$ cat src/rtl/voice_allocator.sv
// Polyphonic voice allocator: scans the voices one per clock and commits each note event to one oscillator voice.
// Define VOICE_STEAL_EN to steal the oldest busy voice when a note-on finds no free voice.
module voice_allocator #(
    parameter int NUM_VOICES = 4,
    parameter int VIDX_W     = 2,
    parameter int AGE_W      = 8
) (
    input  logic                     clk,
    input  logic                     resetn,
    input  logic                     enable,
    input  logic                     ev_valid,
    output logic                     ev_ready,
    input  logic                     ev_note_on,
    input  logic [6:0]               ev_note,
    input  logic [15:0]              ev_half_period,
    input  logic [1:0]               ev_wave,
    output logic [16*NUM_VOICES-1:0] voice_half_period,
    output logic [2*NUM_VOICES-1:0]  voice_wave,
    output logic [NUM_VOICES-1:0]    voice_active,
    output logic [NUM_VOICES-1:0]    voice_resetn,
    output logic                     ev_dropped
);
    typedef enum logic [1:0] {IDLE, SCAN, COMMIT} state_t;

    localparam logic [AGE_W-1:0]  AGE_MAX  = '1;
    localparam logic [VIDX_W-1:0] LAST_IDX = VIDX_W'(NUM_VOICES - 1);

    state_t            state;
    logic [VIDX_W-1:0] idx;
    logic              lat_on;
    logic [6:0]        lat_note;
    logic [15:0]       lat_hp;
    logic [1:0]        lat_wave;
    logic              match_found;
    logic              free_found;
    logic [VIDX_W-1:0] match_idx;
    logic [VIDX_W-1:0] free_idx;
`ifdef VOICE_STEAL_EN
    logic              best_found;
    logic [VIDX_W-1:0] best_idx;
    logic [AGE_W-1:0]  best_age;
`endif
    logic [6:0]        note_q [NUM_VOICES];
    logic [AGE_W-1:0]  age_q  [NUM_VOICES];

    logic              commit_load;
    logic              commit_off;
    logic              commit_drop;
    logic [VIDX_W-1:0] commit_sel;

    assign ev_ready = (state == IDLE) && resetn;

    // Resolve the scan results into a single action for the COMMIT cycle.
    always_comb begin
        commit_load = 1'b0;
        commit_off  = 1'b0;
        commit_drop = 1'b0;
        commit_sel  = match_idx;
        if (state == COMMIT) begin
            if (lat_on) begin
                if (lat_hp == 16'd0) begin
                    commit_drop = 1'b1;
                end else if (match_found) begin
                    commit_load = 1'b1;
                end else if (free_found) begin
                    commit_load = 1'b1;
                    commit_sel  = free_idx;
                end else begin
`ifdef VOICE_STEAL_EN
                    commit_load = 1'b1;
                    commit_sel  = best_idx;
`else
                    commit_drop = 1'b1;
`endif
                end
            end else if (match_found) begin
                commit_off = 1'b1;
            end else begin
                commit_drop = 1'b1;
            end
        end
    end

    always_ff @(posedge clk or negedge resetn) begin
        if (!resetn) begin
            state             <= IDLE;
            idx               <= '0;
            lat_on            <= 1'b0;
            lat_note          <= '0;
            lat_hp            <= '0;
            lat_wave          <= '0;
            match_found       <= 1'b0;
            free_found        <= 1'b0;
            match_idx         <= '0;
            free_idx          <= '0;
`ifdef VOICE_STEAL_EN
            best_found        <= 1'b0;
            best_idx          <= '0;
            best_age          <= '0;
`endif
            voice_half_period <= {NUM_VOICES{16'hFFFF}};
            voice_wave        <= '0;
            voice_active      <= '0;
            voice_resetn      <= '1;
            ev_dropped        <= 1'b0;
            for (int i = 0; i < NUM_VOICES; i++) begin
                note_q[i] <= '0;
                age_q[i]  <= '0;
            end
        end else begin
            voice_resetn <= '1;
            ev_dropped   <= 1'b0;
            for (int i = 0; i < NUM_VOICES; i++) begin
                if (enable && voice_active[i] && (age_q[i] != AGE_MAX)) begin
                    age_q[i] <= age_q[i] + 1'b1;
                end
            end
            case (state)
                IDLE: begin
                    if (ev_valid) begin
                        lat_on      <= ev_note_on;
                        lat_note    <= ev_note;
                        lat_hp      <= ev_half_period;
                        lat_wave    <= ev_wave;
                        idx         <= '0;
                        match_found <= 1'b0;
                        free_found  <= 1'b0;
`ifdef VOICE_STEAL_EN
                        best_found  <= 1'b0;
`endif
                        state       <= SCAN;
                    end
                end
                SCAN: begin
                    // First hit wins, so each search yields the lowest matching index.
                    if (voice_active[idx] && (note_q[idx] == lat_note) && !match_found) begin
                        match_found <= 1'b1;
                        match_idx   <= idx;
                    end
                    if (!voice_active[idx] && !free_found) begin
                        free_found <= 1'b1;
                        free_idx   <= idx;
                    end
`ifdef VOICE_STEAL_EN
                    if (voice_active[idx] && (!best_found || (age_q[idx] > best_age))) begin
                        best_found <= 1'b1;
                        best_idx   <= idx;
                        best_age   <= age_q[idx];
                    end
`endif
                    if (idx == LAST_IDX) begin
                        state <= COMMIT;
                    end else begin
                        idx <= idx + 1'b1;
                    end
                end
                COMMIT: begin
                    if (commit_load) begin
                        voice_half_period[16*commit_sel +: 16] <= lat_hp;
                        voice_wave[2*commit_sel +: 2]          <= lat_wave;
                        voice_active[commit_sel]               <= 1'b1;
                        voice_resetn[commit_sel]               <= 1'b0;
                        note_q[commit_sel]                     <= lat_note;
                        age_q[commit_sel]                      <= '0;
                    end
                    if (commit_off) begin
                        voice_active[commit_sel] <= 1'b0;
                    end
                    ev_dropped <= commit_drop;
                    state      <= IDLE;
                end
                default: state <= IDLE;
            endcase
        end
    end

endmodule
$ cat config.mk
export PLATFORM = sky130hd
export DESIGN_NAME = voice_allocator
export DESIGN_NICKNAME = d
export VERILOG_FILES = /design/src/rtl/voice_allocator.sv
export SDC_FILE = /design/constraint.sdc
export NUM_CORES = 1
export LEC_CHECK = 0
export CORE_MARGIN = 1
export CORE_UTILIZATION = 45
export DETAILED_ROUTE_END_ITERATION = 8
export PLACE_DENSITY = 0.77
export SLEW_MARGIN = 20
export SYNTH_ARGS = -nofsm -noshare
export SYNTH_HDL_FRONTEND = slang
export SYNTH_SLANG_ARGS = --single-unit
$ cat constraint.sdc
create_clock -name clk -period 5.6 [get_ports clk]
set_input_delay 0.84 -clock clk [delete_from_list [all_inputs] [get_ports clk]]
set_output_delay 0.84 -clock clk [all_outputs]
set_load 0.05 [all_outputs]
* Yosys cells after proc, flatten, opt, wreduce, memory -nomap -nowiden *
Cells that the tools add are included.

operators by class
  mux-type cells = 47
  shift-type cells = 4
  bitwise operators = 5
  $add $sub $neg = 3
  reductions and logical operators = 20
  order comparisons = 6
  equality and inequality tests = 9

operators with widths
  cell                                                                          number
  64-bit bitwise mux                                                            1
  16-bit by 34-bit variable shift with 64-bit output, first input constant      1
  16-bit by 34-bit indexed part select with 64-bit output                       1
  3-bit negator with 34-bit output                                              1
  6-bit negator with 34-bit output                                              1
  2-bit by 34-bit variable shift with 8-bit output, first input constant        1
  2-bit by 34-bit indexed part select with 8-bit output                         1
  28-bit bitwise mux                                                            1
  7-bit 2-to-1 mux                                                              3
  4-bit 2-to-1 mux                                                              5
  1-bit 2-to-1 mux                                                              19
  2-bit 2-to-1 mux                                                              9
  16-bit logical NOT                                                            1
  7-bit binary-select mux with 2-bit select                                     1
  7-bit demux with 2-bit select                                                 1
  2-bit != test, second input constant                                          5
  2-bit AND reduction                                                           5
  3-bit AND reduction                                                           3
  8-bit bitwise mux                                                             1
  2-bit case mux with 2 select lines                                            2
  7-bit equality test                                                           1
  3-bit >= comparator, second input constant                                    2
  1-bit logical AND                                                             6
  2-bit by 3-bit less-than comparator with 1-bit output, second input constant  2
  15 further kinds                                                              20

word-level totals
  word-level logic and storage cells = 113
  output and inout bits = 82
  register bits after elaboration = 145

* Logic depth before layout (Yosys ltp) *
Gate-level depths: netlist of run 1.

  depth after elaboration = 14
  gate-level depth with buffers = 11

* Worst setup path before layout of run 1 *
OpenSTA, ideal clock, no wires.

  kind = flip-flop to flip-flop
  start = register lat_hp[13]
  end = register voice_half_period[10]
  cell stages (with the launch flop) = 11
  data arrival time = 3039 ps
  buffers on the path = 1
  period minus slack after synthesis = 3119 ps
  setup time = 79 ps
  path slack = 2481 ps
  required time = 5521 ps
  path through = dfrtp_1 > nor4_1 > a41oi_2 > nand4b_4 > mux2i_4 > ha_1 > nand2_1 > nor2_2 > clkinv_1 > buf_2 > a22o_1

on the way
  cells in the longest elaborated chain, start to end = 7
  elaborated cells on any way between the ends = 12
  those cells by class = 1 x add/sub; 2 x shift; 7 x mux; 2 x reduce/logical

RTL lines
  element                                                                                                                        RTL line  RTL
  start, declared                                                                                                                32        logic [15:0] lat_hp;
  start signal, assigned                                                                                                         123       lat_hp <= ev_half_period;
  16-bit logical NOT                                                                                                             61        if (lat_hp == 16'd0) begin
  2-bit 2-to-1 mux                                                                                                               61
  2-bit 2-to-1 mux                                                                                                               60        if (lat_on) begin
  2-bit 2-to-1 mux                                                                                                               59        if (state == COMMIT) begin
  6-bit negator with 34-bit output                                                                                               159       voice_half_period[16*commit_sel +: 16] <= lat_hp;
  16-bit by 34-bit indexed part select with 64-bit output or 16-bit by 34-bit variable shift with 64-bit output (tied branches)  159
  64-bit bitwise mux                                                                                                             159
  end signal, assigned                                                                                                           101       voice_half_period <= {NUM_VOICES{16'hFFFF}};
  end signal, assigned by index                                                                                                  159
  end, declared                                                                                                                  17        output logic [16*NUM_VOICES-1:0] voice_half_period,

Parallel ways exist; a longest one is shown, timed or not.
A chain may end at the register's enable or synchronous reset.

* Final worst setup path of run 1 *
  start = register lat_hp[8]
  end = register voice_wave[1]

on the way
  cells in the longest elaborated chain, start to end = 7
  elaborated cells on any way between the ends = 12
  those cells by class = 1 x add/sub; 2 x shift; 7 x mux; 2 x reduce/logical

RTL lines
  element                                                                                                                    RTL line  RTL
  16-bit logical NOT (*)                                                                                                     61
  2-bit 2-to-1 mux                                                                                                           61
  2-bit 2-to-1 mux                                                                                                           60
  2-bit 2-to-1 mux                                                                                                           59
  3-bit negator with 34-bit output                                                                                           160       voice_wave[2*commit_sel +: 2] <= lat_wave;
  2-bit by 34-bit indexed part select with 8-bit output or 2-bit by 34-bit variable shift with 8-bit output (tied branches)  160
  8-bit bitwise mux                                                                                                          160
  end signal, assigned by index                                                                                              160
  end, declared                                                                                                              18        output logic [2*NUM_VOICES-1:0] voice_wave,

Every way passes the cells marked *; elsewhere a longest branch is shown, timed or not.

==> impl_metrics.csv, run 1 <==
group,metric,value,unit
cts,numCtsBuffers,17,
detailed_routing,vias,3871,
timing,tns,0,ns
timing,period_minus_slack,4.14,ns
place,pre_cts_ws,1.41,ns
floorplanning,core_area,12700,um^2
floorplanning,dieArea,13600,um^2
cells_and_area,layout.nets,531,
place,hpwl,8.91,mm
timing,worst_slew_pin_slew,1.14,ns
detailed_routing,via_per_inst,5.68,
yosys,yosysSeqAreaShare,62.7,%
floorplanning,rows,41,
global_route,antenna_found_initial,0,
global_route,grt_max_degree,78,
yosys,synth_nets,417,
timing,setup_viol,0,
floorplanning,ios,112,
hold_path,hp-class,"in -> async",
cts,htree_num_levels,4,
cts,cts.sinks,145,
global_route,grt_pass1_vias,3989,
cts,cts_tree,"built",
worst_setup_path,critical_path_class,"reg -> reg",
yosys,synth-seq-cells,145,
yosys,synth_area,5920,um^2
cells_and_area,layout_commonest_cell,"clkdlybuf4s50_1",
detailed_routing,drc,0,
cells_and_area,nFillCells,937,
yosys,syn_area_per_cell,15.5,um^2
timing,setup_ws,1.46,ns
worst_setup_path,startpoint_type,"flip-flop",
yosys,syn_inst,382,
detailed_routing,ant_nets,0,
worst_setup_path,cp-end-kind,"flip-flop",
yosys,synth_cell_types,46,
cts,cts_root_buf,"clkbuf_16",
yosys,synthArstFlopShare,100,%
floorplanning,dieWidth,117,um
cells_and_area,design_area,7840,um^2
place,place_congestion,0.798,
yosys,synth_edf_count,0,
worst_setup_path,worstPathRequired,5.90,ns
power,power,3.62,mW
power,ir_drop,217,uV
global_route,grt_usage,21.3,%
cells_and_area,layout_common_cells,"109 x clkdlybuf4s50_1, 77 x dfrtp_1, 70 x a22o_1, 68 x dfstp_2, 60 x mux2_2",
cells_and_area,drive_gt1_share,36.9,%
power,leakage,3.28,nW
detailed_routing,wire_per_inst,20.2,um
place,postPlaceCellArea,7160,um^2
cts,ctsLongestPathBuffers,2,
cells_and_area,antenna_cells,0,
cts,clk_latency,0.41,ns
global_route,grt_pass1_wl,21.3,mm
place,portBuffers,110,
timing,fin_worst_skew,0.0121,ns
timing,fin_crit_sh,73.8,%
status,status,"finished, final reports clean",
cts,hold_buffers,0,
yosys,synthFlopType,"dfrtp_1",
worst_setup_path,cp.arrival,4.43,ns
yosys,ys.warnings.count,0,
worst_setup_path,reg2reg_slack,1.46,ns
cts,clk_pin_slew,0.06,ns
run,drv_cap,0,
cts,ctsResizeCount,0,
floorplanning,start_util,46.5,%
timing,slew_viol_final,0,
cells_and_area,area_delta_synth_final,32.4,%
power,power_density,462,nW/um^2
detailed_routing,wl,13.8,mm
detailed_routing,drt_pre_antenna_iters,4,
timing,rsz0062_at_grt,"false",
cts,post-cts-setup-buffers,0,
floorplanning,die_y,117,um
global_route,overflow,0,
detailed_routing,first_iter_violations,350,
timing,fmax,0.242,GHz
timing,slew_headroom,24.1,%
timing,hold_violations,0,
worst_setup_path,crit_fanout,19,
[synth_stat cells, types with 2 or more instances]
cell type | n | area, um^2
mux2i_1 | 7 | 70.1
mux4_2 | 5 | 113
mux2_2 | 60 | 676
a22o_2 | 5 | 50.1
a22o_1 | 70 | 613
nor2_1 | 4 | 15.0
a41oi_1 | 3 | 26.3
ha_1 | 5 | 62.6
nor4_4 | 3 | 63.8
o21ai_0 | 2 | 10.0
nor4_1 | 4 | 25.0
and2_1 | 2 | 12.5
dfstp_2 | 68 | 1790
buf_1 | 2 | 7.51
buf_6 | 2 | 22.5
a21o_1 | 2 | 15.0
xor2_1 | 4 | 35.0
nand3_1 | 2 | 10.0
clkbuf_1 | 10 | 37.5
nand2_1 | 7 | 26.3
buf_2 | 5 | 25.0
dfrtp_1 | 77 | 1930
a31oi_1 | 2 | 12.5
inv_1 | 4 | 15.0
buf_4 | 3 | 22.5
xnor2_1 | 4 | 35.0
[report_power, final]
group | switching (mW) | total, mW | leakage (nW) | internal (mW)
Clock | 0.450 | 1.23 | 0.322 | 0.778
Combinational | 0.434 | 0.827 | 1.25 | 0.392
Sequential | 0.291 | 1.56 | 1.70 | 1.27
Total | 1.18 | 3.62 | 3.28 | 2.44
[stage by stage]
step | util [%] | instances | hold WS (ns)
after floorplan | - | 382 | 0.474
after global routing | 61.6 | 681 | 0.460
after detailed placement | 56.3 | 647 | 0.493
after CTS | 61.4 | 679 | 0.440
after global placement | 56.3 | 647 | 0.483
final | 61.6 | 681 | 0.435
[sequential cells by signal (all words and copies together), names as in the netlist, 2 cells and up]
register,flops
voice_half_period,64
voice_resetn,4
lat_note,7
lat_wave,2
voice_wave,8
state,2
free_idx,2
match_idx,2
note_q,28
voice_active,4
lat_hp,16
idx,2
[worst max-delay path: stages, from the launching register on]
cell	delay (ns)
dfrtp_1	0.44
nor4_1	0.49
a41oi_2	0.29
nand4b_4	0.18
mux2i_4	0.41
ha_1	0.43
nand2_1	0.22
nor2_2	0.43
clkinv_1	0.69
a22o_1	0.44
[worst paths after layout]
kind / cells past startpoint / to / start
min in group clk: 1 / note_q[6]$_DFFE_PN0P_ / note_q[6]$_DFFE_PN0P_
min: 1 / lat_hp[3]$_DFFE_PN0P_ / resetn
min reg2reg: 1 / note_q[6]$_DFFE_PN0P_ / note_q[6]$_DFFE_PN0P_
max reg2reg: 9 / voice_wave[1]$_DFFE_PN0P_ / lat_hp[8]$_DFFE_PN0P_
max in group asynchronous: 2 / lat_on$_DFFE_PN0P_ / resetn
max: 9 / voice_wave[1]$_DFFE_PN0P_ / lat_hp[8]$_DFFE_PN0P_
[layer usage]
metal	up-vias	part of all wire [%]	GRT usage, %
met5	-	0	0
met4	0	0.79	6.67
met3	12	4.3	4.93
met2	118	52	37.0
met1	2046	43	26.5
li1	1695	-	-
[logic make-up after synthesis]
logic type               synth area share [%]
adder cells (fa/ha/maj)                  1.06
multiplexers                             14.9
AO/OA/AOI/OAI                            13.3
flip-flops                               62.7
buffers and inverters                    2.37
XOR/XNOR                                 1.18
AND/OR/NAND/NOR                          4.42
[final cells by class]
type | instances | area [um^2] | share of cell area, %
clock buffers | 21 | 493 | 6.29
clock inverters | 11 | 160 | 2.04
well taps | 172 | 215 | 2.75
repair buffers | 117 | 1160 | 14.9
inverters | 6 | 25.0 | 0.319
multi-input cells | 209 | 2060 | 26.3
flip-flops and latches | 145 | 3710 | 47.4
Note: power is estimated with default switching activity, not from simulation.
==> inputs of run 2 (changes only) <==
--- a/config.mk
+++ b/config.mk
@@ -8,7 +8,7 @@
 export CORE_MARGIN = 1
 export CORE_UTILIZATION = 45
 export DETAILED_ROUTE_END_ITERATION = 8
-export PLACE_DENSITY = 0.77
+export PLACE_DENSITY = 0.79
 export SLEW_MARGIN = 20
 export SYNTH_ARGS = -nofsm -noshare
 export SYNTH_HDL_FRONTEND = slang
==> constraint.sdc (replaced) <==
create_clock -name clk -period 3.45 [get_ports clk]
set_input_delay 0.5175 -clock clk [delete_from_list [all_inputs] [get_ports clk]]
set_output_delay 0.5175 -clock clk [all_outputs]
set_load 0.05 [all_outputs]
==> run 2 against run 1 <==
Worst setup slack worse by 1.2 ns. Cell count is 1.5% higher. Sequential share of layout area down 0.12 points. Combinational power rose by 64%. Sequential power grew 62%. Die area is the same. Via count is 0.21% higher. Register-to-register slack worse by 1.2 ns. First-iteration DRC count grew 4.3%. Routed wire length fell by 0.36%. Maximum frequency increased by 28%. Largest cell class unchanged.
==> impl_metrics.csv, run 2 (synthesis results as in run 1) <==
group,metric,value,unit
power,power,5.72,mW
timing,fin_worst_skew,0.0150,ns
worst_setup_path,cp-end-kind,"flip-flop",
detailed_routing,vias,3879,
cts,post-cts-setup-buffers,0,
cells_and_area,area_delta_synth_final,32.7,%
power,ir_drop,289,uV
timing,rsz0062_at_grt,"false",
worst_setup_path,startpoint_type,"flip-flop",
worst_setup_path,cp.arrival,3.59,ns
floorplanning,dieArea,13600,um^2
floorplanning,core_area,12700,um^2
cells_and_area,reg_top3,"voice_half_period: 64 flops, note_q: 28 flops, lat_hp: 16 flops",
detailed_routing,first_iter_violations,365,
floorplanning,ios,112,
floorplanning,rows,41,
worst_setup_path,cp_slowest_cell,"nor4_1",
floorplanning,dieWidth,117,um
run,drv_cap,0,
cts,cts_tree,"built",
hold_path,hp-class,"in -> async",
detailed_routing,ant_nets,0,
timing,period_minus_slack,3.23,ns
global_route,grt_pass1_vias,4021,
global_route,overflow,0,
detailed_routing,wl,13.7,mm
worst_setup_path,setup.worst_path.start,"lat_hp[6]$_DFFE_PN0P_",
detailed_routing,drt_pre_antenna_iters,5,
worst_setup_path,cp_cell_sequence,"nor4_1, a41oi_2, nand4b_4, mux2_2, inv_1, ha_1, nand3_2, nor4_4, buf_4, a22o_1",
timing,worst_slew_pin_slew,0.724,ns
cts,cts.sinks,145,
worst_setup_path,slowest_delay,0.46,ns
worst_setup_path,crit_fanout,18,
timing,slew_viol_final,0,
cells_and_area,regMostFlops,"voice_half_period",
cells_and_area,design_area,7860,um^2
status,status,"finished, final reports clean",
worst_setup_path,critical_path_class,"reg -> reg",
cells_and_area,final_core_util,61.8,%
global_route,grt_usage,21.8,%
detailed_routing,wire_per_inst,19.9,um
global_route,busiest_layer,"met2",
place,hpwl,9.13,mm
timing,tns,0,ns
timing,setup_viol,0,
cells_and_area,drive_gt1_share,38.2,%
cts,clk_pin_slew,0.07,ns
timing,fmax,0.310,GHz
cts,hold_buffers,0,
place,postPlaceCellArea,7260,um^2
worst_setup_path,worstPathRequired,3.81,ns
cts,cts_root_buf,"clkbuf_16",
floorplanning,start_util,46.5,%
cells_and_area,layout_common_cells,"109 x clkdlybuf4s50_1, 77 x dfrtp_1, 70 x a22o_1, 68 x dfstp_2, 60 x mux2_2",
detailed_routing,drc,0,
power,power_density,728,nW/um^2
place,portBuffers,110,
cells_and_area,layout.nets,541,
global_route,met2_usage,37.0,%
timing,slew_headroom,51.7,%
detailed_routing,via_per_inst,5.61,
timing,fin_crit_sh,93.7,%
global_route,antenna_found_initial,0,
cells_and_area,largest_register_ffs,64,
global_route,grt_max_degree,146,
timing,hold_violations,0,
cts,htree_num_levels,4,
cells_and_area,antenna_cells,0,
cts,numCtsBuffers,17,
worst_setup_path,r2r_start,"lat_hp[6]$_DFFE_PN0P_",
cts,clk_latency,0.43,ns
floorplanning,die_y,117,um
place,place_congestion,0.800,
cts,ctsResizeCount,0,
global_route,use_met1,26.9,%
cts,ctsLongestPathBuffers,2,
cells_and_area,layout_commonest_cell,"clkdlybuf4s50_1",
power,leakage,3.29,nW
global_route,grt_pass1_wl,21.8,mm
global_route,gr-usage-met3,5.40,%
==> run 2: cell types whose count changed in the layout (fill, tap and decap cells not counted), sizes merged <==
cell	previous run	this run
buf	7	18
clkbuf	22	19
clkinvlp	0	3
bufinv	3	1
clkinv	2	3
==> run 2: worst paths after layout <==
path	cells past startpoint	slack [ns]	endpoint
setup / recovery	10	0.22	voice_half_period[31]$_DFFE_PN1P_
hold / removal	2	0.24	voice_wave[0]$_DFFE_PN0P_
setup reg to reg	10	0.22	voice_half_period[31]$_DFFE_PN1P_
hold reg to reg	1	0.50	note_q[10]$_DFFE_PN0P_
max in group asynchronous	2	2.70	lat_hp[11]$_DFFE_PN0P_
min in group clk	1	0.50	note_q[10]$_DFFE_PN0P_
==> run 2: critical path: cells and delay by family, from the launching register on <==
kind	cells	cell delay [ns]
AND/OR/NAND/NOR	4	1.30
AO/OA/AOI/OAI	2	0.44
flip-flops	1	0.44
buffers and inverters	2	0.40
multiplexers	1	0.37
adder cells (fa/ha/maj)	1	0.21
==> run 2: power by group <==
| group | internal [mW] | switching, mW | leakage (nW) |
|---|---|---|---|
| Combinational | 0.651 | 0.707 | 1.30 |
| Sequential | 2.07 | 0.459 | 1.70 |
| Clock | 1.06 | 0.775 | 0.284 |
==> run 2: metal layers <==
layer | wire, um | up-vias | part of all wire, %
met3 | 895 | 19 | 6.5
met5 | 0 | - | 0
li1 | - | 1700 | -
met1 | 5520 | 2005 | 40
met2 | 7130 | 155 | 52
met4 | 197 | 0 | 1.4
==> run 2: final cells by class <==
cell class | instances | area [um^2]
Sequential cell | 145 | 3710
Tap cell | 172 | 215
Fill cell | 978 | 4870
Timing Repair Buffer | 127 | 1240
Multi-Input combinational cell | 209 | 2060
Clock inverter | 13 | 141
Clock buffer | 19 | 454
Inverter | 6 | 25.0
==> run 2: through the flow <==
stage               hold slack [ns]  instances  worst slack (ns)
floorplan                     0.222        382             0.331
global placement              0.483        659             0.314
detailed placement            0.489        659             0.211
CTS                           0.273        691             0.188
global route                  0.309        691            0.0230
finish                        0.239        691             0.219
==> inputs of run 3 (changes only) <==
--- a/config.mk
+++ b/config.mk
@@ -9,7 +9,6 @@
 export CORE_UTILIZATION = 45
 export DETAILED_ROUTE_END_ITERATION = 8
 export PLACE_DENSITY = 0.79
-export SLEW_MARGIN = 20
 export SYNTH_ARGS = -nofsm -noshare
 export SYNTH_HDL_FRONTEND = slang
 export SYNTH_SLANG_ARGS = --single-unit
==> results of run 3 <==
The final DEF is identical to that of run 2; final timing and power are the same.
